$ cat src/rtl/icache_arbiter.sv
// Two-requester i-cache port arbiter: fetch (port 0) and prefetch (port 1) share one read
// port, with an in-order ID FIFO routing responses and flush-kill of in-flight reads.
// Define ICACHE_ARB_RR_EN for round-robin arbitration (default build is fixed priority).
module icache_arbiter #(
  parameter int DEPTH  = 2,
  parameter int XLEN   = 32,
  parameter int DATA_W = 32
) (
  input  logic              clk_i,
  input  logic              rst_n_i,
  input  logic              flush_i,
  input  logic [XLEN-1:0]   req0_addr_i,
  input  logic              req0_valid_i,
  output logic              req0_ready_o,
  output logic [DATA_W-1:0] rsp0_data_o,
  output logic              rsp0_valid_o,
  input  logic              rsp0_ready_i,
  input  logic [XLEN-1:0]   req1_addr_i,
  input  logic              req1_valid_i,
  output logic              req1_ready_o,
  output logic [DATA_W-1:0] rsp1_data_o,
  output logic              rsp1_valid_o,
  input  logic              rsp1_ready_i,
  output logic [XLEN-1:0]   addr_o,
  output logic              addr_valid_o,
  input  logic              addr_ready_i,
  input  logic [DATA_W-1:0] data_i,
  input  logic              data_valid_i,
  output logic              data_ready_o
);

  localparam int PW = $clog2(DEPTH);
  localparam int CW = PW + 1;
  localparam logic [CW-1:0] DEPTH_C = CW'(DEPTH);

  logic [DEPTH-1:0] id_q, id_d;
  logic [PW-1:0]    wr_ptr_q, wr_ptr_d;
  logic [PW-1:0]    rd_ptr_q, rd_ptr_d;
  logic [CW-1:0]    count_q, count_d;
  logic [CW-1:0]    kill_cnt_q, kill_cnt_d;
  logic             lock_q, lock_d;
  logic             lock_id_q, lock_id_d;
`ifdef ICACHE_ARB_RR_EN
  logic             rr_q, rr_d;
`endif

  logic grant;
  logic push;
  logic pop;
  logic fifo_empty;
  logic killing;
  logic head_id;

  // grant = 0 selects port 0, 1 selects port 1; a pending lock overrides arbitration
  always_comb begin
    grant = 1'b0;
    if (lock_q) begin
      grant = lock_id_q;
    end else begin
`ifdef ICACHE_ARB_RR_EN
      if (req0_valid_i && req1_valid_i) grant = rr_q;
      else                              grant = req1_valid_i & ~req0_valid_i;
`else
      grant = req1_valid_i & ~req0_valid_i;
`endif
    end
  end

  assign addr_valid_o = rst_n_i & (req0_valid_i | req1_valid_i)
                      & (count_q < DEPTH_C) & ~flush_i;
  assign addr_o       = grant ? req1_addr_i : req0_addr_i;
  assign push         = addr_valid_o & addr_ready_i;
  assign req0_ready_o = push & ~grant;
  assign req1_ready_o = push & grant;

  assign fifo_empty = (count_q == '0);
  assign killing    = (kill_cnt_q != '0);
  assign head_id    = id_q[rd_ptr_q];

  // killed heads are drained unconditionally so stale data never reaches a requester
  assign data_ready_o = ~fifo_empty & (killing | (head_id ? rsp1_ready_i : rsp0_ready_i));
  assign rsp0_valid_o = data_valid_i & ~fifo_empty & ~killing & ~head_id;
  assign rsp1_valid_o = data_valid_i & ~fifo_empty & ~killing & head_id;
  assign rsp0_data_o  = data_i;
  assign rsp1_data_o  = data_i;
  assign pop          = data_valid_i & data_ready_o;

  always_comb begin
    id_d       = id_q;
    wr_ptr_d   = wr_ptr_q;
    rd_ptr_d   = rd_ptr_q;
    count_d    = count_q + CW'(push) - CW'(pop);
    kill_cnt_d = kill_cnt_q;
    lock_d     = lock_q;
    lock_id_d  = lock_id_q;

    if (push) begin
      id_d[wr_ptr_q] = grant;
      wr_ptr_d       = wr_ptr_q + PW'(1);
    end
    if (pop) rd_ptr_d = rd_ptr_q + PW'(1);

    // no push can happen in a flush cycle, so count minus this pop is what remains
    if (flush_i)             kill_cnt_d = count_q - CW'(pop);
    else if (pop && killing) kill_cnt_d = kill_cnt_q - CW'(1);

    if (flush_i) begin
      lock_d = 1'b0;
    end else if (addr_valid_o && !addr_ready_i) begin
      lock_d    = 1'b1;
      lock_id_d = grant;
    end else if (push) begin
      lock_d = 1'b0;
    end
  end

`ifdef ICACHE_ARB_RR_EN
  assign rr_d = push ? ~grant : rr_q;
`endif

  always_ff @(posedge clk_i or negedge rst_n_i) begin
    if (!rst_n_i) begin
      id_q       <= '0;
      wr_ptr_q   <= '0;
      rd_ptr_q   <= '0;
      count_q    <= '0;
      kill_cnt_q <= '0;
      lock_q     <= 1'b0;
      lock_id_q  <= 1'b0;
`ifdef ICACHE_ARB_RR_EN
      rr_q       <= 1'b0;
`endif
    end else begin
      id_q       <= id_d;
      wr_ptr_q   <= wr_ptr_d;
      rd_ptr_q   <= rd_ptr_d;
      count_q    <= count_d;
      kill_cnt_q <= kill_cnt_d;
      lock_q     <= lock_d;
      lock_id_q  <= lock_id_d;
`ifdef ICACHE_ARB_RR_EN
      rr_q       <= rr_d;
`endif
    end
  end

  // a response with nothing outstanding is a cache protocol violation
  a_rsp_when_empty: assert property (@(posedge clk_i) disable iff (!rst_n_i)
                                     !(data_valid_i && fifo_empty));

endmodule
$ cat config.mk
export PLATFORM = sky130hd
export DESIGN_NAME = icache_arbiter
export DESIGN_NICKNAME = d
export VERILOG_FILES = /design/src/rtl/icache_arbiter.sv
export SDC_FILE = /design/constraint.sdc
export NUM_CORES = 1
export LEC_CHECK = 0
export CAP_MARGIN = 20
export CORE_ASPECT_RATIO = 0.6
export CORE_MARGIN = 1.5
export CORE_UTILIZATION = 26
export DETAILED_ROUTE_END_ITERATION = 16
export PLACE_DENSITY = 0.86
export SLEW_MARGIN = 20
export SYNTH_ARGS = -nofsm -noshare
export SYNTH_HDL_FRONTEND = slang
export SYNTH_SLANG_ARGS = --single-unit
$ cat constraint.sdc
create_clock -name clk_i -period 2.9 [get_ports clk_i]
set_input_delay 0.58 -clock clk_i [delete_from_list [all_inputs] [get_ports clk_i]]
set_output_delay 0.58 -clock clk_i [all_outputs]
set_load 0.005 [all_outputs]
# Word-level counts from Yosys, hierarchy flattened
# Cells that the tools add are included.
# totals
register_bits,10
inputBits,105
output_inout_bits,102
# classes
add_sub_neg,6
n_lt_le_gt_ge,4
n_mux,13
bitwise_logic,21
reduce_logical,9
# ops
op,n
two-way mux 32 bit,1
bitwise AND 1 bit,13
two-way mux 1 bit,8
inverter 1 bit,6
< comparator 1 x 2 -> 1 bit (second input constant),2
two-way mux 2 bit,2
nonzero test 2 bit,2
subtractor 2 x 1 -> 2 bit,2
logical AND 1 bit,3
nonzero test 3 bit,1
adder 1 bit (second input constant),2
adder 2 x 1 -> 2 bit,1
bitwise mux 2 bit,1
logical NOT 2 bit,1
< comparator 2 bit (second input constant),1
OR 1 bit,2
AND reduction 2 bit,1
subtractor 2 x 1 -> 2 bit (second input constant),1
demux 1 bit (select 1 bit),1
greater-or-equal comparator 1 bit (second input constant),1
logical NOT 1 bit,1

# Longest topological paths before layout
# depth
depth_word,9
ltp_mapped,9

# Least setup slack after synthesis
# Ideal clock, no wire load.
# synth_path
path_kind,input port to output port
from,input port req0_valid_i
to,output port addr_o[10]
arrival_time_ns,1.678
slack_ns,0.642
cell_stages,4
path_buffers,1
cell_sequence,nand2b_1 o21ai_1 buf_2 mux2_2
# synth_via
elab_chain_len,4
# synth_rtl
item,line,source
from (decl),13,"input logic req0_valid_i,"
inverter 1 bit,64,grant = req1_valid_i & ~req0_valid_i;
bitwise AND 1 bit,64,
two-way mux 1 bit,57,if (lock_q) begin
two-way mux 32 bit,71,assign addr_o = grant ? req1_addr_i : req0_addr_i;
to (decl),24,"output logic [XLEN-1:0] addr_o,"
# No other way between the ends.

# Worst setup path after layout
# layout_path
from,input port req0_valid_i
to,output port addr_o[24]
# The elaborated chain is that of the path after synthesis.

==> out/qor.txt <==
Outcome -> finished, final reports clean
Ratio of cells with drive above 1 in the final layout -> 0.267
Full die area -> 0.00611 mm^2
Peak supply drop -> 0.378 mV
Final hold vios -> 0
# diodes -> 0
Num rows -> 20
Setup-failing EPs final -> 0
Leading register cell type out of synthesis -> dfrtp_1
Total length of routed wires -> 4700 um
Final ANT Viol Nets -> 0
Gpl congestion -> 0.760
Mapped Nets -> 268
Starting Density -> 0.280
NumNets Final -> 329
Max Root-Sink Buffers -> 2
Fmax -> 351 MHz
Num ports -> 207
Register area share after synthesis -> 0.171
Post-route DRC -> 0
Slew headroom -> 0.668
Crit Path Class -> in2out
Clk_lat worst skew -> 230 ps
Syn Inst Count -> 161
Overflow after GRT -> 0
Via/cell ratio -> 4.46
Initial detailed-routing violation count -> 24
Largest net degree at the start of global routing -> 11
Drt first pass iters -> 2
Cells on worst reg2reg path -> 7
Synth area leaders -> buf_4 (33%), mux2_2 (26%), dfrtp_1 (17%)
Dominant cell type by area after synthesis -> buf_4
R2R setup slack -> 890 ps
Total track usage -> 0.143
Post-DP HPWL -> 3780 um
I/O Buffers -> 110
Most frequent cell after synthesis -> buf_4
Yosys cell types -> 25
Pin slew with the least headroom to its limit -> 492 ps
Fill cells -> 522
Final Critical Period -> 2850 ps
Max FO, Critical Path -> 8
Share of the synthesized area in the top cell type -> 0.328
H-tree Lvls -> 1
CTS tree -> yes
Clk root buf -> clkbuf_8
Initial antenna violation count -> 0
Area growth from synthesis to layout -> 64.3%
Worst EP arrival -> 2270 ps
Leak -> 1.02 nW
Hold_ws -> 375 ps
Core area -> 0.00523 mm^2
DIE HEIGHT -> 61.1 um
Synth top cells by count -> buf_4 (64), mux2_2 (34), dfrtp_1 (10)
Sinks on Clock Net -> 10
Count of pins over their slew limit -> 0
Post-synthesis average cell area -> 9.10 um^2
DR vias -> 1,280
Clock-pin slew on the worst setup and hold paths -> 50 ps
Worst hold path type -> in2async
Total CTS buffers -> 3
Period utilisation layout -> 0.981
Final Core Density -> 0.460
Setup crit end kind -> primary output
Post-synth EDFFs -> 0
Pwr dens -> 439 mW/mm^2
Die width -> 99.9 um
MaxCap Viol Count -> 0
Vias in the first global route -> 1,274
Wire length per cell -> 16.4 um
Type of origin of the critical path -> primary input
Post-Syn Area -> 0.00147 mm^2
#FFs+latches synth -> 10
Post-synth ARST share -> 1.00
First-pass GRT wire length -> 6590 um
Yosys warns -> 0
Clock Skew -> 0.628 ps
Critical path data required time -> 2320 ps
-- routing by layer --
metal,vias up,track usage,wire [um]
li1,599,-,-
met1,599,0.171,1760
met2,78,0.221,2280
met3,4,0.0795,545
met4,0,0.0483,108
met5,-,0,0
-- worst max-delay path, stage by stage --
cell	delay, ps
clkdlybuf4s50_1	420
nand2b_4	160
o21ai_4	150
buf_12	140
buf_6	110
buf_16	120
mux2_2	320
dlygate4sd2_1	270
-- layout by cell type, fill, tap and decap left out, drive strengths merged, types with 4 or more instances in the layout --
cell / count
mux2: 34
nor2: 9
nand2b: 4
dfrtp: 10
clkbuf: 4
dlygate4sd2: 26
buf: 15
inv: 4
xnor2: 5
clkdlybuf4s50: 75
o21ai: 6
clkdlybuf4s15: 7
-- registers in the layout, summed over array words and instances (netlist names) --
name	cells
lock_q	1
kill_cnt_q	2
rd_ptr_q	1
lock_id_q	1
wr_ptr_q	1
id_q	2
count_q	2
-- where the power goes --
part	internal (W)	leakage, nW	switching, W	total (W)
combinational	0.000406	0.866	0.000221	0.000627
sequential	0.000205	0.125	0.0000558	0.000261
clock	0.000119	0.0288	0.0000500	0.000169
total	0.000731	1.02	0.000326	0.00106
-- path summary, 6_finish.rpt --
check | startpoint | endpoint
max | req0_valid_i | addr_o[24]
min | rst_n_i | id_q[0]
max reg2reg | rd_ptr_q | count_q[1]
min reg2reg | lock_id_q | lock_id_q
max in group asynchronous | rst_n_i | rd_ptr_q
min in group clk_i | lock_id_q | lock_id_q
-- logic make-up after synthesis --
group,count (synthesis),share of synthesized area
buf+inv,73,0.355
mux,36,0.278
compound gates,13,0.0572
fa+ha+maj,2,0.0171
flops,10,0.171
simple gates,21,0.0862
xor+xnor,6,0.0359
-- repair_timing --
| item | in CTS | in global routing |
|---|---|---|
| gates resized for setup | 38 | 10 |
| gates cloned | 3 | 0 |
| endpoints found under the setup margin | 34 | 11 |
| setup buffers | 5 | 1 |
| hold buffers | 0 | 0 |
-- through the flow --
step	setup WS [ps]	std cells	setup TNS [ps]	instance area (um^2)	power, W
final	53.9	287	0	2410	0.00106
after global routing	-0.195	287	-0.195	2410	0.00115
after CTS	14.8	286	0	2380	0.00107
after detailed placement	-111	274	-2350	2210	0.000865
after global placement	-92.0	274	-2230	2210	0.000845
after floorplan	642	161	0	1470	0.000634
-- layout make-up --
type	instances	area, um^2	area share
clock buffer	4	55.1	0.0229
inverter	4	15.0	0.00624
multi-input combinational	78	717	0.298
sequential	10	250	0.104
tap	66	82.6	0.0343
timing repair buffer	125	1290	0.535
No activity file was read; power rests on OpenSTA's default activity.
